$ cat src/rtl/datatypes_globals_pkg.sv
// rtl/datatypes_globals_pkg.sv - shared payload/source types and arbiter helpers
package datatypes_globals_pkg;

    typedef logic [31:0] rtl_data_t;

    // Widest source index the arbiter supports (NUM_REQ up to 16)
    localparam int ARB_SRC_W = 4;
    typedef logic [ARB_SRC_W-1:0] arb_src_t;

    // Occupancy of the two-entry output stage
    typedef enum logic [1:0] {
        OCC_EMPTY = 2'd0,
        OCC_ONE   = 2'd1,
        OCC_FULL  = 2'd2
    } occ_e;

    // Wrap an index that is at most 2*n-1 back into 0..n-1
    function automatic int rr_wrap(input int idx, input int n);
        return (idx >= n) ? idx - n : idx;
    endfunction

endpackage

$ cat src/rtl/valid_ready_rr_arbiter_if.sv
// rtl/valid_ready_rr_arbiter_if.sv - requester and downstream handshake bundle
interface valid_ready_rr_arbiter_if
    import datatypes_globals_pkg::*;
#(
    parameter type DATA_T  = rtl_data_t,
    parameter int  NUM_REQ = 4,
    parameter int  SRC_W   = $clog2(NUM_REQ)
) ();

    logic [NUM_REQ-1:0] in_valid;
    logic [NUM_REQ-1:0] in_ready;
    DATA_T              in_data [NUM_REQ];
    logic               out_valid;
    logic               out_ready;
    DATA_T              out_data;
    logic [SRC_W-1:0]   out_src;

    // Requesters and downstream sink
    modport master (
        output in_valid, in_data, out_ready,
        input  in_ready, out_valid, out_data, out_src
    );

    // Arbiter side
    modport slave (
        input  in_valid, in_data, out_ready,
        output in_ready, out_valid, out_data, out_src
    );

endinterface

$ cat src/rtl/valid_ready_skid_buffer.sv
// rtl/valid_ready_skid_buffer.sv - two-entry (main + skid) valid/ready output stage
module valid_ready_skid_buffer
    import datatypes_globals_pkg::*;
#(
    parameter type DATA_T = rtl_data_t
) (
    input  logic  clk,
    input  logic  reset,
    input  logic  s_valid,
    output logic  s_ready,
    input  DATA_T s_data,
    output logic  m_valid,
    input  logic  m_ready,
    output DATA_T m_data
);

    occ_e  occ;
    occ_e  occ_nxt;
    DATA_T main_q;
    DATA_T skid_q;
    logic  push;
    logic  pop;
    logic  load_main;
    logic  main_from_skid;
    logic  load_skid;

    // Readiness depends only on registered occupancy, never on m_ready
    assign s_ready = (occ != OCC_FULL);
    assign m_valid = (occ != OCC_EMPTY);
    assign m_data  = main_q;
    assign push    = s_valid & s_ready;
    assign pop     = m_valid & m_ready;

    // Occupancy next-state and entry load selection
    always_comb begin
        occ_nxt        = occ;
        load_main      = 1'b0;
        main_from_skid = 1'b0;
        load_skid      = 1'b0;
        case (occ)
            OCC_EMPTY: begin
                if (push) begin
                    load_main = 1'b1;
                    occ_nxt   = OCC_ONE;
                end
            end
            OCC_ONE: begin
                if (push && pop) begin
                    load_main = 1'b1;
                end else if (push) begin
                    load_skid = 1'b1;
                    occ_nxt   = OCC_FULL;
                end else if (pop) begin
                    occ_nxt = OCC_EMPTY;
                end
            end
            OCC_FULL: begin
                if (pop) begin
                    main_from_skid = 1'b1;
                    load_skid      = push;
                    occ_nxt        = push ? OCC_FULL : OCC_ONE;
                end
            end
            default: occ_nxt = OCC_EMPTY;
        endcase
    end

    // Occupancy and entry registers; reset discards any buffered beats
    always_ff @(posedge clk) begin
        if (reset) begin
            occ    <= OCC_EMPTY;
            main_q <= '0;
            skid_q <= '0;
        end else begin
            occ <= occ_nxt;
            if (load_main) begin
                main_q <= s_data;
            end else if (main_from_skid) begin
                main_q <= skid_q;
            end
            if (load_skid) begin
                skid_q <= s_data;
            end
        end
    end

endmodule

$ cat src/rtl/valid_ready_rr_arbiter.sv
// rtl/valid_ready_rr_arbiter.sv - round-robin N:1 valid/ready arbiter with skid output stage
module valid_ready_rr_arbiter
    import datatypes_globals_pkg::*;
#(
    parameter type DATA_T  = rtl_data_t,
    parameter int  NUM_REQ = 4,
    parameter int  SRC_W   = $clog2(NUM_REQ)
) (
    input logic                     clk,
    input logic                     reset,
    valid_ready_rr_arbiter_if.slave bus
);

    typedef struct packed {
        DATA_T            data;
        logic [SRC_W-1:0] src;
    } beat_t;

    logic [SRC_W-1:0] rr_ptr;
    logic [SRC_W-1:0] gnt_idx;
    logic             gnt_found;
    logic             can_accept;
    logic             push;
    beat_t            push_beat;
    beat_t            head_beat;

    // First valid requester at or above rr_ptr, wrapping modulo NUM_REQ
    always_comb begin
        gnt_found = 1'b0;
        gnt_idx   = '0;
        for (int k = 0; k < NUM_REQ; k++) begin
            if (!gnt_found && bus.in_valid[rr_wrap(int'(rr_ptr) + k, NUM_REQ)]) begin
                gnt_found = 1'b1;
                gnt_idx   = SRC_W'(rr_wrap(int'(rr_ptr) + k, NUM_REQ));
            end
        end
    end

    assign push = gnt_found & can_accept & ~reset;

    // One-hot ready toward the winning requester only
    always_comb begin
        bus.in_ready = '0;
        if (push) begin
            bus.in_ready[gnt_idx] = 1'b1;
        end
    end

    assign push_beat.data = bus.in_data[gnt_idx];
    assign push_beat.src  = gnt_idx;

    // Pointer moves past the winner only when a beat is actually taken
    always_ff @(posedge clk) begin
        if (reset) begin
            rr_ptr <= '0;
        end else if (push) begin
            rr_ptr <= SRC_W'(rr_wrap(int'(gnt_idx) + 1, NUM_REQ));
        end
    end

    valid_ready_skid_buffer #(
        .DATA_T (beat_t)
    ) u_skid (
        .clk     (clk),
        .reset   (reset),
        .s_valid (push),
        .s_ready (can_accept),
        .s_data  (push_beat),
        .m_valid (bus.out_valid),
        .m_ready (bus.out_ready),
        .m_data  (head_beat)
    );

    assign bus.out_data = head_beat.data;
    assign bus.out_src  = head_beat.src;

endmodule

$ cat src/flat_wrapper.sv
// flat-port wrapper written by rule: the top's interface ports become plain ports
module valid_ready_rr_arbiter_flat import datatypes_globals_pkg::*;
#(
    parameter type DATA_T  = rtl_data_t,
    parameter int  NUM_REQ = 4,
    parameter int  SRC_W   = $clog2(NUM_REQ)
)
  (clk, reset, bus_in_valid, bus_in_data, bus_out_ready, bus_in_ready, bus_out_valid, bus_out_data, bus_out_src);
  valid_ready_rr_arbiter_if #(.DATA_T(DATA_T), .NUM_REQ(NUM_REQ), .SRC_W(SRC_W)) bus_i ();
  input logic clk;
  input logic reset;
  input wire logic [$bits(bus_i.in_valid)-1:0] bus_in_valid;
  input wire logic [$bits(bus_i.in_data)-1:0] bus_in_data;
  input wire logic [$bits(bus_i.out_ready)-1:0] bus_out_ready;
  output wire logic [$bits(bus_i.in_ready)-1:0] bus_in_ready;
  output wire logic [$bits(bus_i.out_valid)-1:0] bus_out_valid;
  output wire logic [$bits(bus_i.out_data)-1:0] bus_out_data;
  output wire logic [$bits(bus_i.out_src)-1:0] bus_out_src;
  assign bus_i.in_valid = bus_in_valid;
  assign bus_i.in_data = {>>{bus_in_data}};
  assign bus_i.out_ready = bus_out_ready;
  assign bus_in_ready = bus_i.in_ready;
  assign bus_out_valid = bus_i.out_valid;
  assign bus_out_data = bus_i.out_data;
  assign bus_out_src = bus_i.out_src;
  valid_ready_rr_arbiter #(.DATA_T(DATA_T), .NUM_REQ(NUM_REQ), .SRC_W(SRC_W)) u_core (.clk(clk), .reset(reset), .bus(bus_i));
endmodule
$ cat config.mk
export PLATFORM = sky130hd
export DESIGN_NAME = valid_ready_rr_arbiter_flat
export DESIGN_NICKNAME = d
export VERILOG_FILES = /design/src/rtl/datatypes_globals_pkg.sv /design/src/rtl/valid_ready_rr_arbiter_if.sv /design/src/rtl/valid_ready_skid_buffer.sv /design/src/rtl/valid_ready_rr_arbiter.sv /design/src/flat_wrapper.sv
export SDC_FILE = /design/constraint.sdc
export NUM_CORES = 1
export LEC_CHECK = 0
export BUFFER_PORTS_ARGS = -buffer_cell sky130_fd_sc_hd__buf_4
export CAP_MARGIN = 20
export CORE_MARGIN = 1.5
export CORE_UTILIZATION = 32
export DETAILED_ROUTE_END_ITERATION = 10
export HOLD_SLACK_MARGIN = 0.03
export PLACE_DENSITY = 0.71
export SYNTH_ARGS = -nofsm -noshare
export SYNTH_HDL_FRONTEND = slang
export SYNTH_HIERARCHICAL = 1
export SYNTH_SLANG_ARGS = --single-unit
$ cat constraint.sdc
create_clock -name clk -period 2.12 [get_ports clk]
set_input_delay 0 -clock clk [delete_from_list [all_inputs] [get_ports clk]]
set_output_delay 0 -clock clk [all_outputs]
set_load 0.005 [all_outputs]
# ---- Word-level counts from Yosys, hierarchy flattened
# Cells that the tools add are included.
dict set report totals {
  reg_bits 72
  input_bits 135
  output_inout_bits 39
  elab_cells 100
}
dict set report classes {
  add_sub_neg 9
  magnitude_cmp 12
  n_eq_ne 7
  muxes 48
  bitwise_logic 6
  reduce_logical 12
}
# op n
set op_table {}
lappend op_table {{$mux W32} 6}
lappend op_table {{$lt A32 B4 Y1 const B} 4}
lappend op_table {{$ge A32 B4 Y1 const B} 3}
lappend op_table {{$sub A32 B4 Y32 const B} 3}
lappend op_table {{$mux W34} 2}
lappend op_table {{$bmux W32 S2} 1}
lappend op_table {{$mux W2} 11}
lappend op_table {{$mux W1} 19}
lappend op_table {{$bmux W1 S2} 4}
lappend op_table {{$ne A2 B2 Y1 const B} 4}
lappend op_table {{$add A2 B1 Y3 const B} 2}
lappend op_table {{$add A2 B2 Y3 const B} 2}
lappend op_table {{$ge A3 B3 Y1 const B} 2}
lappend op_table {{$pmux W2 S3} 1}
lappend op_table {{$logic_and A1 B1 Y1} 5}
lappend op_table {{$and A1 B1 Y1} 4}
lappend op_table {{$mux W4} 1}
lappend op_table {{$pmux W1 S2} 2}
lappend op_table {{$reduce_and A4 Y1} 1}
lappend op_table {{$reduce_bool A2 Y1} 2}
lappend op_table {{$sub A2 B3 Y4 const B} 1}
lappend op_table {{$ge A2 B3 Y1 const B} 1}
lappend op_table {{$logic_not A1 Y1} 3}
lappend op_table {{$lt A2 B3 Y1 const B} 1}
lappend op_table {{other kinds (9)} 9}

# ---- Depth between registers and ports, before layout
# Gate-level depths: netlist (run 1).
dict set report logic_depth {
  depth_word 22
  mapped_depth 11
  depth_no_buf 9
}

# ---- Modules after synthesis
# The synthesis (run 1) kept the hierarchy.
# mod n_inst cells_per_inst area_each_um2 seq_area_each_um2
set modules_own_cells {}
lappend modules_own_cells {valid_ready_skid_buffer 1 331 3101.7 1401.3}
lappend modules_own_cells {valid_ready_rr_arbiter 1 135 1318.8 40.0}

# ---- Worst setup path after synthesis (run 1)
# OpenSTA, ideal clock, no wires.
dict set report synth_path {
  path_type {reg2reg}
  from {reg u_core.u_skid.occ[0]}
  to {reg u_core.u_skid.occ[0]}
  setup_time_ns 0.096
  arrival_time_ns 1.907
  t_required_ns 2.024
  path_slack_ns 0.117
  path_stages_with_launch 10
  path_buffers 0
  synth_period_minus_slack_ns 2.003
  path_cell_list {dfxtp_1 inv_1 ha_1 inv_1 o41ai_2 nor2_1 and2b_2 mux2i_1 nand2_1 o41ai_2}
}
dict set report synth_via {
  elab_chain_cells 7
  elab_cells_between_ends 20
  classes_between {7 x eq/ne; 5 x mux; 4 x bitwise; 4 x reduce/logical}
}
# item line
set synth_lines {}
lappend synth_lines {{start, declared} valid_ready_skid_buffer.sv:17} ;# occ_e occ;
lappend synth_lines {{start signal, assigned} valid_ready_skid_buffer.sv:75} ;# occ <= occ_nxt;
lappend synth_lines {{$ne A2 B2 Y1 *} valid_ready_skid_buffer.sv:28} ;# assign s_ready = (occ != OCC_FULL);
lappend synth_lines {{via u_core.can_accept} valid_ready_rr_arbiter.sv:22} ;# logic can_accept;
lappend synth_lines {{$and A1 B1 Y1 * (2 in a row)} valid_ready_rr_arbiter.sv:39} ;# assign push = gnt_found & can_accept & ~reset;
lappend synth_lines {{via u_core.push} valid_ready_rr_arbiter.sv:23} ;# logic push;
lappend synth_lines {{$and A1 B1 Y1 *} valid_ready_skid_buffer.sv:31} ;# assign push = s_valid & s_ready;
lappend synth_lines {{$mux W2, or another cell as far along} valid_ready_skid_buffer.sv:61} ;# occ_nxt = push ? OCC_FULL : OCC_ONE;
lappend synth_lines {{$mux W2, or another cell as far along} valid_ready_skid_buffer.sv:58} ;# if (pop) begin
lappend synth_lines {{$pmux W2 S3 / $reduce_and A4 Y1 (equally long branches)} --}
# Mark *: on every way through the listed nets, which the timed path passes. The rest lies on a longest branch. The select of a mux whose other input is x is not followed.
# A chain may end at the register's enable or synchronous reset.

# ---- Final worst setup path (run 1)
dict set report layout_path {
  from {reg u_core.u_skid.occ[0]}
  to {reg u_core.u_skid.occ[1]}
}
# The elaborated chain is that of the path after synthesis.

==> results of run 1 <==
[kinds of logic after synthesis]
logic type | Yosys count | synth area share
compound gates | 84 | 0.158
mux | 132 | 0.299
buf+inv | 43 | 0.0730
flops | 72 | 0.326
simple gates | 129 | 0.127
fa+ha+maj | 6 | 0.0170
[sequential cells by signal (all words and copies together) (netlist names)]
name,cells
u_core/rr_ptr,2
u_core/u_skid/occ,2
u_core/u_skid/skid_q,34
u_core/u_skid/m_data,34
[cell usage in the layout (no fill, tap or decap), types with 9 or more instances in the layout]
master,count
a211oi_1,9
buf_12,9
a211oi_2,26
clkbuf_16,10
buf_4,182
a21oi_1,36
mux2i_1,130
nand2_1,72
nor2_1,37
dfxtp_1,70
[final cells by class]
class	instances	share of cell area
timing repair buffer	194	0.255
multi-input combinational	351	0.433
inverter	6	0.00360
tap	176	0.0352
sequential	72	0.231
clock buffer	15	0.0428
[report_power, final]
| part | switching (mW) | total, mW | leakage (nW) | internal [mW] |
|---|---|---|---|---|
| combinational | 1.28 | 2.64 | 2.18 | 1.36 |
| sequential | 0.157 | 1.79 | 0.590 | 1.63 |
| clock | 0.520 | 1.37 | 0.130 | 0.851 |
| total | 1.96 | 5.80 | 2.90 | 3.84 |
[critical path, stage by stage (launching register included)]
cell     delay (ps)
dfxtp_2         340
inv_1            60
ha_1            210
inv_1            80
o41ai_2         120
nor2_2          200
buf_4           160
or4b_2          600
o21ai_1         150
[routing by layer]
layer,vias to the layer above,share of wire
li1,1990,-
met1,1845,0.40
met2,144,0.52
met3,11,0.070
met4,0,0.0092
met5,-,0
[timing repair]
item,4_1_cts,5_1_grt
pin swaps,0,1
buffers inserted,0,1
endpoints found under the setup margin,2,41
cloned,0,1
resized for setup,2,16
hold buffers,1,0
endpoints found under the hold margin,2,0
[worst paths after layout]
kind                         endpoint                      from  depth (start not counted)  slack (ps)
max              u_core/u_skid/occ[1]      u_core/u_skid/occ[0]                          8         120
min                  u_core/rr_ptr[1]           bus_in_valid[3]                          4         130
max reg2reg      u_core/u_skid/occ[1]      u_core/u_skid/occ[0]                          8         120
min reg2reg  u_core/u_skid/skid_q[17]  u_core/u_skid/skid_q[17]                          2         450
[metrics by stage]
step / area, um2 / setup slack [ps]
finish: 6250 / 123
global route: 6250 / 7.41
CTS: 6170 / 79.9
detailed placement: 5890 / 39.0
global placement: 5890 / 161
floorplan: 4420 / 117
==> impl_metrics.ini, run 1 <==
[status]
outcome = completed

[timing]
drv_slew = 0
slew_headroom = 0.382
tightest_slew_ps = 927
fmax_mhz = 501
skew_ps = 3.21
hold_violations = 0
min_period_over_period = 0.942
rsz0062_at_grt = false
setup_viol = 0
tns_ps = 0
whs_ps = 129
fin_crit_ps = 2000

[clock_tree]
cts_made_buffers = 9
cts.clk_slew.worst_paths_ps = 50
clk_latency_ps = 330
cts_root_buf = clkbuf_16
cts_sinks = 72
cts_buffer_depth = 2
htreeDepth = 3
cts_tree = built

[synth]
synth_fp_nets = 607
synthArstFlopShare = 0
synth_top_area_cell = dfxtp_1
syn-instance-count = 466
yosysSeqAreaShare = 0.326
ys.flop_type = dfxtp_1
synth_area_leaders = dfxtp_1, mux2i_1, a211oi_2, nand2_1, a21oi_1
synth.cell_area_um2 = 4420
ys.warnings.count = 6
synth.ff_latch_count = 72
yosysMostFrequentCell = mux2i_1
synth_top_area_frac = 0.326
synth_area_per_cell_um2 = 9.49
ys_types = 37
synth_edf_count = 0
synth_common_cells = mux2i_1, dfxtp_1, nand2_1

[cells_and_area]
final_cell_count_no_fill = 814
multi_input_area_um2 = 2710
areaGrowthSynthToFinish_pct = 41.4
fill_cells = 1271
regArea_um2 = 1440
fin_util = 0.468
nets = 775
final_layout_size_suffix_gt1_frac = 0.395
n_antenna_cell = 0

[setup_path]
worstPathMaxFanout = 5
worst-setup-path-type = register to register
crit_path_end_kind = register
cp_data_arrival_time_ps = 2250
start_kind = register
required_ps = 2380

[power_and_ir_drop]
ir_drop_mv = 0.431
p_leak_nw = 2.90
power_density_nw_per_um2 = 927
p_total_mw = 5.80

[grt]
grtUsageTotal = 0.161
busiest_layer = met2
grt_pass1_vias = 4069
use_met2 = 0.292
antenna_found_initial = 0
grt_max_degree = 75
globalRouteOverflowTotal = 0
grtUsageMet3 = 0.0382
grt_pass1_wl_um = 18700
grtUsageMet1 = 0.181

[detailed_routing]
wl_um = 11900
drcViolationCount = 0
ant_nets = 0
vias = 3990
routedWlPerCell_um = 14.6
drtIter0Drc = 184
viasPerCell = 4.90
firstDrtPassIters = 4

[floorplanning]
fp.dieH_um = 121
die-area_um2 = 14500
rows = 42
initial_core_util = 0.331
core_area_um2 = 13300
die_w_um = 121
ios = 174

[placement]
io_buffers = 173
dp.cells = 796
hpwlAfterDp_um = 8480
place.gp.congestion = 0.726

[job]
maxCapViolations = 0

[worst_hold_path]
hold_class = input pin to register
Power figures use the tool's default switching activity.
==> run 2, diff against run 1 <==
Settings changed: PLACE_DENSITY 0.71 to default, PLACE_DENSITY_LB_ADDON from default to 0.3.
==> run 2 against run 1 <==
Register-to-register slack better by 30 ps. Final cell count is 0.74% lower. Worst hold slack worse by 20 ps. Critical path depth is 1 higher. Via count is 2.2% lower. Sequential power hardly changed. Largest cell class unchanged. Highest routed layer unchanged.
==> impl_metrics.ini, run 2 (synthesis results as in run 1) <==
[worst_hold_path]
worst_hold_startpoint = bus_in_valid[3]
whs_endpoint = u_core/rr_ptr[1]
hold_depth = 4
hold_class = input pin to register

[detailed_routing]
ant_nets = 0
drcViolationCount = 0
wl_um = 11100
firstDrtPassIters = 5
drtIter0Drc = 186
vias = 3903
viasPerCell = 4.83
routedWlPerCell_um = 13.8

[floorplanning]
fp.dieH_um = 121
ios = 174
initial_core_util = 0.331
rows = 42
die-area_um2 = 14500
core_area_um2 = 13300
die_w_um = 121

[clock_tree]
post_cts.repair.setup_buffers = 0
cts_buffer_depth = 2
clk_latency_ps = 320
cts_sinks = 72
cts_tree = built
htreeDepth = 3
cts_root_buf = clkbuf_16
cts.clk_slew.worst_paths_ps = 60
cts_made_buffers = 9

[setup_path]
r2r-start = u_core/u_skid/occ[0]
worst-setup-path-type = register to register
r2r_end = u_core/u_skid/occ[0]
crit_path_end_kind = register
cp_data_arrival_time_ps = 2180
worstPathMaxFanout = 5
start_kind = register
cp_common_cell = o41ai_2
crit_chain = inv_2 > ha_2 > inv_1 > o41ai_2 > nor2_1 > and2b_2 > mux2i_4 > nand2_1 > o41ai_2
reg2reg_depth = 9
rrSetupSlack_ps = 150
required_ps = 2330
cp_slowest_stage_delay_ps = 350
slowest_stage = dfxtp_2

[cells_and_area]
final_layout_size_suffix_gt1_frac = 0.394
nets = 769
fin_util = 0.466
mostFrequentLayoutCells = buf_4, mux2i_1, nand2_1, dfxtp_1, nor2_1
areaGrowthSynthToFinish_pct = 40.6
n_antenna_cell = 0
final_common_cell = buf_4
fill_cells = 1283

[grt]
grt_pass1_wl_um = 17900
grt_pass1_vias = 3890
antenna_found_initial = 0
grtUsageTotal = 0.151
grt_max_degree = 75
globalRouteOverflowTotal = 0

[power_and_ir_drop]
ir_drop_mv = 0.408
power_density_nw_per_um2 = 956
power_frac_seq = 0.300
clkPwrFrac = 0.273
intPower_mw = 3.98
p_comb_frac = 0.427
p_sw_mw = 1.96
swShare = 0.330
p_leak_nw = 2.87

[timing]
rsz0062_at_grt = false
tns_ps = 0
drv_slew = 0
fmax_mhz = 509
fin_crit_ps = 1970
slew_headroom = 0.391
tightest_slew_ps = 913
setup_ws_ps = 155
skew_ps = 7.90
setup_viol = 0
hold_violations = 0
min_period_over_period = 0.927

[placement]
hpwlAfterDp_um = 8020
io_buffers = 173
pre_cts_ws_ps = -7.09
place.gp.congestion = 0.730

[status]
outcome = completed

[job]
maxCapViolations = 0
-- run 2: cell types whose count changed in the layout (fill, tap and decap cells not counted), moves of 2 or more --
cell       delta
buf_12        -2
buf_4         -3
bufinv_16     +2
clkbuf_1      -4
-- run 2: worst max path at each step --
| stage | endpoint | slack (ps) | start |
|---|---|---|---|
| 4_1_cts | u_core/u_skid/occ[0] | 3 | u_core/u_skid/occ[0] |
| 3_5_place_dp | u_core/u_skid/occ[0] | -7 | u_core/u_skid/occ[0] |
| 2_1_floorplan | u_core/u_skid/occ[0] | 120 | u_core/u_skid/occ[0] |
| 6_report | u_core/u_skid/occ[0] | 150 | u_core/u_skid/occ[0] |
| 5_1_grt | u_core/u_skid/occ[0] | 50 | u_core/u_skid/occ[0] |
| 3_3_place_gp | u_core/u_skid/occ[1] | 160 | u_core/u_skid/occ[0] |
-- run 2: layout make-up --
class,count,area [um2],share of cell area
Sequential cell,72,1440,0.232
Clock inverter,5,81.3,0.0131
Timing Repair Buffer,188,1510,0.243
Inverter,6,22.5,0.00362
Tap cell,176,220,0.0354
Clock buffer,10,239,0.0384
Multi-Input combinational cell,351,2700,0.435
-- run 2: power by group through the flow --
stage	registers [mW]	clock network [mW]	logic [mW]
after global routing	1.82	1.73	2.77
after detailed placement	1.81	0	2.53
after global placement	1.80	0	2.46
final	1.78	1.62	2.54
after floorplan	1.80	0	1.67
after CTS	1.78	1.65	2.54
-- run 2: routing by layer --
layer,wire (um),part of all wire,vias up,global-route usage
li1,-,-,1977,-
met1,4680,0.42,1815,0.174
met2,5720,0.51,104,0.278
met3,670,0.060,7,0.0396
met4,74,0.0066,0,0.0316
met5,0,0,-,0
-- run 2: timing repair --
item	in CTS	in global routing
hold buffers	1	0
endpoints found under the hold margin	1	0
setup endpoints to repair	1	36
resized for setup	1	14
-- run 2: per-stage QoR --
| step | hold slack (ps) | instance area (um2) | total power, mW | std cells |
|---|---|---|---|---|
| global placement | 322 | 5840 | 4.26 | 792 |
| CTS | 96.4 | 6170 | 5.97 | 808 |
| detailed placement | 333 | 5840 | 4.34 | 792 |
| finish | 109 | 6220 | 5.94 | 808 |
| global route | 118 | 6220 | 6.32 | 808 |
| floorplan | 35.4 | 4420 | 3.47 | 466 |
-- run 2: worst max-delay path, delay by kind of cell (launching register included) --
| family | cells | cell delay, ps |
|---|---|---|
| AOI/OAI and AO/OA | 2 | 390 |
| adders and majority gates | 1 | 210 |
| buffers and inverters | 2 | 130 |
| DFF | 1 | 350 |
| muxes | 1 | 270 |
| and+or+nand+nor | 3 | 510 |
